===== src/rtl/fft_pkg.sv =====
`default_nettype none
// ============================================================================
// Module   : fft_pkg
// Brief    : Shared FFT constants and the bit-reverse index helper.
// Revision : 1.0
// ============================================================================
package fft_pkg;

    localparam int C_FFT_N_DEFAULT = 3;
    localparam int C_FFT_MAX_N     = 16;
    localparam int C_FFT_IDX_W     = 4;

    // Reverses the low n bits of k; the loop bound is fixed so it always terminates.
    function automatic logic [C_FFT_MAX_N-1:0] fft_bitrev(
        input logic [C_FFT_MAX_N-1:0] k,
        input int                     n
    );
        logic [C_FFT_MAX_N-1:0] r;
        r = '0;
        for (int i = 0; i < C_FFT_MAX_N; i++) begin
            if (i < n) begin
                r[C_FFT_IDX_W'(i)] = k[C_FFT_IDX_W'(n - 1 - i)];
            end
        end
        return r;
    endfunction

endpackage
`default_nettype wire


===== src/rtl/reorder_bank.sv =====
`default_nettype none
// ============================================================================
// Module   : reorder_bank
// Brief    : L x DW register array, one synchronous write, one async read.
// Revision : 1.0
// ============================================================================
module reorder_bank #(
    parameter int N  = 3,
    parameter int DW = 32
) (
    input  logic          clk,
    input  logic          we_i,
    input  logic [N-1:0]  waddr_i,
    input  logic [DW-1:0] wdata_i,
    input  logic [N-1:0]  raddr_i,
    output logic [DW-1:0] rdata_o
);

    logic [DW-1:0] mem_q [1<<N];

    always_ff @(posedge clk) begin
        if (we_i) begin
            mem_q[waddr_i] <= wdata_i;
        end
    end

    assign rdata_o = mem_q[raddr_i];

endmodule
`default_nettype wire


===== src/rtl/bitrev_reorder.sv =====
`default_nettype none
// ============================================================================
// Module   : bitrev_reorder
// Brief    : Ping-pong bit-reversed to natural order frame reorder buffer.
// Revision : 1.0
// ============================================================================
module bitrev_reorder
    import fft_pkg::*;
#(
    parameter int N  = C_FFT_N_DEFAULT,
    parameter int DW = 32
) (
    input  logic          clk,
    input  logic          rst,
    input  logic          in_valid,
    input  logic [DW-1:0] in_data,
    output logic          in_ready,
    output logic          out_valid,
    output logic [DW-1:0] out_data,
    input  logic          out_ready,
    output logic          out_last
);

    localparam logic [N-1:0] C_LAST = {N{1'b1}};

    logic                   wbank_q, wbank_d;
    logic [N-1:0]           wcnt_q,  wcnt_d;
    logic                   rbank_q, rbank_d;
    logic [N-1:0]           rcnt_q,  rcnt_d;
    logic [1:0]             full_q,  full_d;

    logic                   w_in_fire;
    logic                   w_out_fire;
    logic                   w_wr_done;
    logic                   w_rd_done;
    logic [C_FFT_MAX_N-1:0] w_wcnt_ext;
    logic [N-1:0]           w_waddr;
    logic [DW-1:0]          w_rdata [2];

    assign in_ready   = !full_q[wbank_q];
    assign out_valid  = full_q[rbank_q];
    assign out_last   = out_valid && (rcnt_q == C_LAST);
    assign out_data   = w_rdata[rbank_q];

    assign w_in_fire  = in_valid && in_ready;
    assign w_out_fire = out_valid && out_ready;
    assign w_wr_done  = w_in_fire && (wcnt_q == C_LAST);
    assign w_rd_done  = w_out_fire && (rcnt_q == C_LAST);

    always_comb begin
        w_wcnt_ext         = '0;
        w_wcnt_ext[N-1:0]  = wcnt_q;
    end

    assign w_waddr = N'(fft_bitrev(w_wcnt_ext, N));

    generate
        for (genvar b = 0; b < 2; b++) begin : g_bank
            reorder_bank #(
                .N  (N),
                .DW (DW)
            ) u_bank (
                .clk     (clk),
                .we_i    (w_in_fire && (wbank_q == 1'(b))),
                .waddr_i (w_waddr),
                .wdata_i (in_data),
                .raddr_i (rcnt_q),
                .rdata_o (w_rdata[b])
            );
        end
    endgenerate

    // Write fills only a non-full bank and read drains only a full one, so the
    // set and clear below can never target the same flag in one cycle.
    always_comb begin
        wbank_d = wbank_q;
        wcnt_d  = wcnt_q;
        rbank_d = rbank_q;
        rcnt_d  = rcnt_q;
        full_d  = full_q;
        if (w_in_fire) begin
            wcnt_d = wcnt_q + 1'b1;
        end
        if (w_wr_done) begin
            full_d[wbank_q] = 1'b1;
            wbank_d         = !wbank_q;
        end
        if (w_out_fire) begin
            rcnt_d = rcnt_q + 1'b1;
        end
        if (w_rd_done) begin
            full_d[rbank_q] = 1'b0;
            rbank_d         = !rbank_q;
        end
    end

    always_ff @(posedge clk) begin
        if (rst) begin
            wbank_q <= 1'b0;
            wcnt_q  <= '0;
            rbank_q <= 1'b0;
            rcnt_q  <= '0;
            full_q  <= '0;
        end else begin
            wbank_q <= wbank_d;
            wcnt_q  <= wcnt_d;
            rbank_q <= rbank_d;
            rcnt_q  <= rcnt_d;
            full_q  <= full_d;
        end
    end

endmodule
`default_nettype wire

===== config.mk =====
export PLATFORM = sky130hd
export DESIGN_NAME = bitrev_reorder
export DESIGN_NICKNAME = d
export VERILOG_FILES = /design/src/rtl/fft_pkg.sv /design/src/rtl/reorder_bank.sv /design/src/rtl/bitrev_reorder.sv
export SDC_FILE = /design/constraint.sdc
export NUM_CORES = 1
export LEC_CHECK = 0
export BUFFER_PORTS_ARGS = -buffer_cell sky130_fd_sc_hd__clkbuf_2
export CAP_MARGIN = 15
export CORE_AREA = 8 8 267 269
export DETAILED_ROUTE_END_ITERATION = 8
export DIE_AREA = 0 0 275 277
export SYNTH_ARGS = -nofsm -noshare
export SYNTH_HDL_FRONTEND = slang
export SYNTH_SLANG_ARGS = --single-unit

===== constraint.sdc =====
create_clock -name clk -period 1.87 [get_ports clk]
set_input_delay 0.0935 -clock clk [delete_from_list [all_inputs] [get_ports clk]]
set_output_delay 0.0935 -clock clk [all_outputs]
set_load 0.02 [all_outputs]

# ---- After elaboration in Yosys (flattened, before gate mapping)
# Memories as Yosys holds them, arrays and structs flattened. A register that Yosys moved wholly into a read port is not among the register bits.
# Cells that the tools add are included.
dict set report totals {
  regBits 10
  ramBits 512
  in_bits 36
  output_inout_bits 35
  elab_cells 54
  memories 2
}
dict set report classes {
  add_sub_neg 2
  order_cmp 5
  n_eq_ne 2
  n_mux 21
  bitwise_logic 5
  reduce_logical 12
}
# memory depth word_bits rd rd_clocked_by_memory_dff wr line
set mem_list {}
lappend mem_list {{g_bank[0].u_bank.mem_q} 8 32 1 1 1 reorder_bank.sv:19} ;# logic [DW-1:0] mem_q [1<<N];
lappend mem_list {{g_bank[1].u_bank.mem_q} 8 32 1 1 1 reorder_bank.sv:19}
# cell count
set ops {}
lappend ops {{2-to-1 mux 32 bit} 3}
lappend ops {{2-to-1 mux 3 bit} 4}
lappend ops {{2-to-1 mux 1 bit} 10}
lappend ops {{logical AND 1 bit} 9}
lappend ops {{adder 3 x 1 -> 3 bit (second input constant)} 2}
lappend ops {{equality test 3 bit (second input constant)} 2}
lappend ops {{less-than comparator 1 x 2 -> 1 bit (second input constant)} 2}
lappend ops {{2-to-1 mux 2 bit} 2}
lappend ops {{logical NOT 1 bit} 3}
lappend ops {{AND 2 bit} 1}
lappend ops {{demux 1 bit (select 1 bit)} 2}
lappend ops {{>= comparator 1 bit (second input constant)} 2}
lappend ops {{>= comparator 2 bit (second input constant)} 1}
lappend ops {{inverter 1 -> 2 bit} 1}
lappend ops {{inverter 2 bit} 1}
lappend ops {{OR 2 bit} 1}
lappend ops {{inverter 1 bit} 1}

# ---- Depth between registers and ports, before layout
dict set report logic_depth {
  ltp_word 8
  depth_mapped 6
  mapped_depth_nobuf 5
}

# ---- Hierarchy
# A second synthesis with hierarchy kept.
dict set report unflattened {
  hier_cells 857
  hier_area_um2 20535.9
}
# mod instances cells_each area_each_um2
set modules_own_cells {}
lappend modules_own_cells {reorder_bank 2 383 9825.7}
lappend modules_own_cells {bitrev_reorder 1 91 884.6}

# ---- Least setup slack after synthesis
# OpenSTA, ideal clock, no wires.
dict set report synth_timing {
  path_type {register to register}
  startpoint {reg wbank_q}
  endpoint {mem g_bank[0].u_bank.mem_q[1][0], enable pin}
  setup_time_ns 0.392
  t_arrival_ns 1.672
  required_time_ns 1.478
  slack_ns -0.194
  path_stages_with_launch 3
  cell_sequence {dfxtp_1 -> nor3b_1 -> and3_1}
}
dict set report synth_between {
  elab_chain_cells 7
}
# element line
set synth_rtl {}
lappend synth_rtl {{start, declared} bitrev_reorder.sv:26} ;# logic wbank_q, wbank_d;
lappend synth_rtl {{start signal, assigned} bitrev_reorder.sv:105} ;# wbank_q <= wbank_d;
lappend synth_rtl {{2-to-1 mux 1 bit (not written as such) (2 in a row)} bitrev_reorder.sv:40} ;# assign in_ready = !full_q[wbank_q];
lappend synth_rtl {{logical NOT 1 bit} bitrev_reorder.sv:40}
lappend synth_rtl {{logical AND 1 bit} bitrev_reorder.sv:45} ;# assign w_in_fire = in_valid && in_ready;
lappend synth_rtl {{logical AND 1 bit *} bitrev_reorder.sv:64} ;# .we_i (w_in_fire && (wbank_q == 1'(b))),
lappend synth_rtl {{2-to-1 mux 1 bit *} reorder_bank.sv:22} ;# if (we_i) begin
lappend synth_rtl {{2-to-1 mux 1 bit (not written as such) *} reorder_bank.sv:23} ;# mem_q[waddr_i] <= wdata_i;
lappend synth_rtl {{end, declared} reorder_bank.sv:19}
# Mark *: on every way between the ends. The rest lies on a longest branch, timed or not. The select of a mux whose other input is x is not followed.

==> out/qor.csv <==
metric;value;unit
via count;9553;
final wirelength;45900;um
RSZ-0062 raised after global routing;true;
failing checks;setup timing;
Tightest Pin Transition;420;ps
Core Region;66800;um^2
WP data arrival;2410;ps
Final nets;1122;
routability congestion estimate;0.707;
vias in the first global route;10200;
Pwr Density;946;nW/um^2
Hold Crit Class;in2reg;
DPL Wire Length;26700;um
outcome;finished, violations left;
Syn Area/Cell;23.1;um^2
layout cell share with drive strength beyond 1;39.5;%
Final Instance Area;24800;um^2
final setup fails;32;
first-pass GRT wire length;67600;um
CTS H-Tree Depth;2;
CTS root buffer;clkbuf_16;
Rows;95;
Static Leak;7.78;nW
Clock Latency Late Sink;590;ps
register area share after synthesis;78.3;%
required time worst endpoint;1780;ps
DRC marker count from the first detailed-route iteration;767;
Ports;71;
Crit Path Category;reg2out;
Cell variety after synth;29;
Worst Path Max Fanout;15;
CTS tree;yes;
Synth Register Bits;525;
CTS clk-pin slew, worst paths;60;ps
Rel. slew slack;71.9;%
initial core utilization;29.9;%
clock sink count;525;
placed inst area;22300;um^2
Hold Fails Final Rpt;0;
largest net degree at the start of global routing;39;
die height;277;um
Synthesis Warnings;0;
port bufs;70;
MaxCap Viol Count;0;
VDD IR max;0.649;mV
DRT antenna net count;0;
Final Cycle Share;134;%
die footprint;76200;um^2
CP Capture Type;output pin;
Die X-Extent;275;um
PnR worst setup slack;-631;ps
utilization after layout;37.1;%
routed len/inst;23.1;um
Area Growth Syn to Fin;24.2;%
first-pass iteration count of the detailed router;4;
fmax;0.400;GHz
Mapped Nets;909;
Final Critical Period;2500;ps
Final Slew Violations;0;
antenna violations before repair;3;
via/cell ratio;4.81;
# DRC;0;
post-synth design cell area;20000;um^2
Num CTS Buffers;53;
CP Launch Type;register;
global-route usage over all layers;11.9;%
Post-Syn Instances;865;
Worst Skew;24.8;ps
gr ovfl total;0;
clk buf depth;3;
==> area by class of cell <==
class                   count  area, um^2
well taps                 873        1090
repair buffers            202        2260
multi-input cells         287        4200
flip-flops and latches    525       15600
fillers                  6045       42000
inverters                   9        37.5
clock buffers              65        1390
clock inverters            25         169
diodes                      2        5.00
==> registers in the layout, indices dropped and copies added (netlist names), named ones only <==
register and count:
g_bank.u_bank.mem_q 512, rcnt_q 3, wcnt_q 3, full_q 2, rbank_q 1, wbank_q 1
==> metal layers <==
metal | global-route usage [%] | part of all wire [%] | vias up
li1 | - | - | 4124
met2 | 19.6 | 49 | 235
met4 | 2.88 | 1.5 | 4
met1 | 16.1 | 44 | 5142
met3 | 2.49 | 5.4 | 48
met5 | 0 | 0.059 | -
==> report_power, final <==
part           internal [mW]  switching, mW  total, mW
sequential              13.1         0.0331       13.1
combinational          0.290          0.455      0.745
clock                   5.40           4.24       9.64
total                   18.7           4.73       23.5
==> critical path: stages (launching register included) <==
cell and delay, ps:
dfxtp_4 430, buf_12 200, buf_12 180, mux4_2 520, a22oi_2 190, nand2_1 100, clkbuf_2 170
==> cell families (layout without fill, tap and decap cells) <==
kind of cell,after synthesis,count (layout),share of synthesized area (%)
buf+inv,53,301,1.34
flops,525,525,78.3
simple gates,65,65,1.56
compound gates,81,81,3.58
fa+ha+maj,8,8,0.501
other cells,0,2,0
mux,133,133,14.7
==> synthesized netlist by cell type <==
master | count | share of area (%)
ha_1 | 8 | 0.50
a22oi_2 | 29 | 1.8
mux4_2 | 128 | 14
nor2_1 | 2 | 0.038
buf_4 | 3 | 0.11
nand4b_1 | 1 | 0.044
mux2_2 | 1 | 0.056
nor2b_1 | 3 | 0.094
dfxtp_1 | 13 | 1.3
a41o_1 | 1 | 0.050
buf_2 | 16 | 0.40
and2_1 | 3 | 0.094
clkbuf_1 | 11 | 0.21
o21ai_0 | 6 | 0.15
and2_0 | 1 | 0.031
and3_1 | 13 | 0.41
edfxtp_1 | 512 | 77
a311oi_1 | 1 | 0.044
nor3b_1 | 1 | 0.038
mux2i_1 | 4 | 0.20
a31oi_1 | 1 | 0.031
a21oi_1 | 10 | 0.25
nand3_1 | 5 | 0.13
a22oi_1 | 33 | 1.2
or3_1 | 1 | 0.031
inv_1 | 9 | 0.17
buf_6 | 5 | 0.28
nand2_1 | 35 | 0.66
buf_1 | 9 | 0.17
==> placed cells by master (no fill, tap or decap), types with 8 or more instances in the layout <==
cell,netlist,final
edfxtp_1,512,512
mux4_2,128,128
clkbuf_16,0,54
buf_12,0,51
clkbuf_2,0,43
a22oi_2,29,40
dlygate4sd3_1,0,35
buf_4,3,35
nand2_1,35,27
a22oi_1,33,22
buf_2,16,14
and3_2,0,13
clkinv_1,0,11
clkbuf_1,11,11
buf_6,5,11
a21oi_1,10,10
clkinv_2,0,10
dfxtp_1,13,9
nand2_2,0,8
ha_1,8,8
==> path summary, 6_finish.rpt <==
| check | startpoint | endpoint | slack [ps] | depth (start not counted) |
|---|---|---|---|---|
| max | register | out_data[26] | -630 | 6 |
| min | rst | wbank_q | 410 | 3 |
| max reg2reg | full_q[1] | g_bank[1].u_bank.mem_q[4][11] | 170 | 4 |
| min reg2reg | wbank_q | wbank_q | 500 | 2 |
==> through the flow <==
stage / cells / hold slack [ps] / TNS (ps) / power (mW) / setup slack, ps
floorplan: 865 / 192 / 0 / 13.6 / 6.89
global placement: 1838 / 406 / -733 / 14.0 / -78.4
detailed placement: 1838 / 424 / -918 / 14.0 / -81.2
CTS: 1983 / 369 / -20400 / 23.7 / -688
global route: 1987 / 413 / -21500 / 24.2 / -733
finish: 1988 / 407 / -18230 / 23.5 / -631
==> what timing repair did <==
action,CTS,global route
pin swaps,11,3
cloned,2,0
setup buffers,18,3
endpoints found under the hold margin,525,0
hold buffers,35,0
gates resized for setup,48,46
endpoints found under the setup margin,35,34
Note: power is estimated with default switching activity, not from simulation.
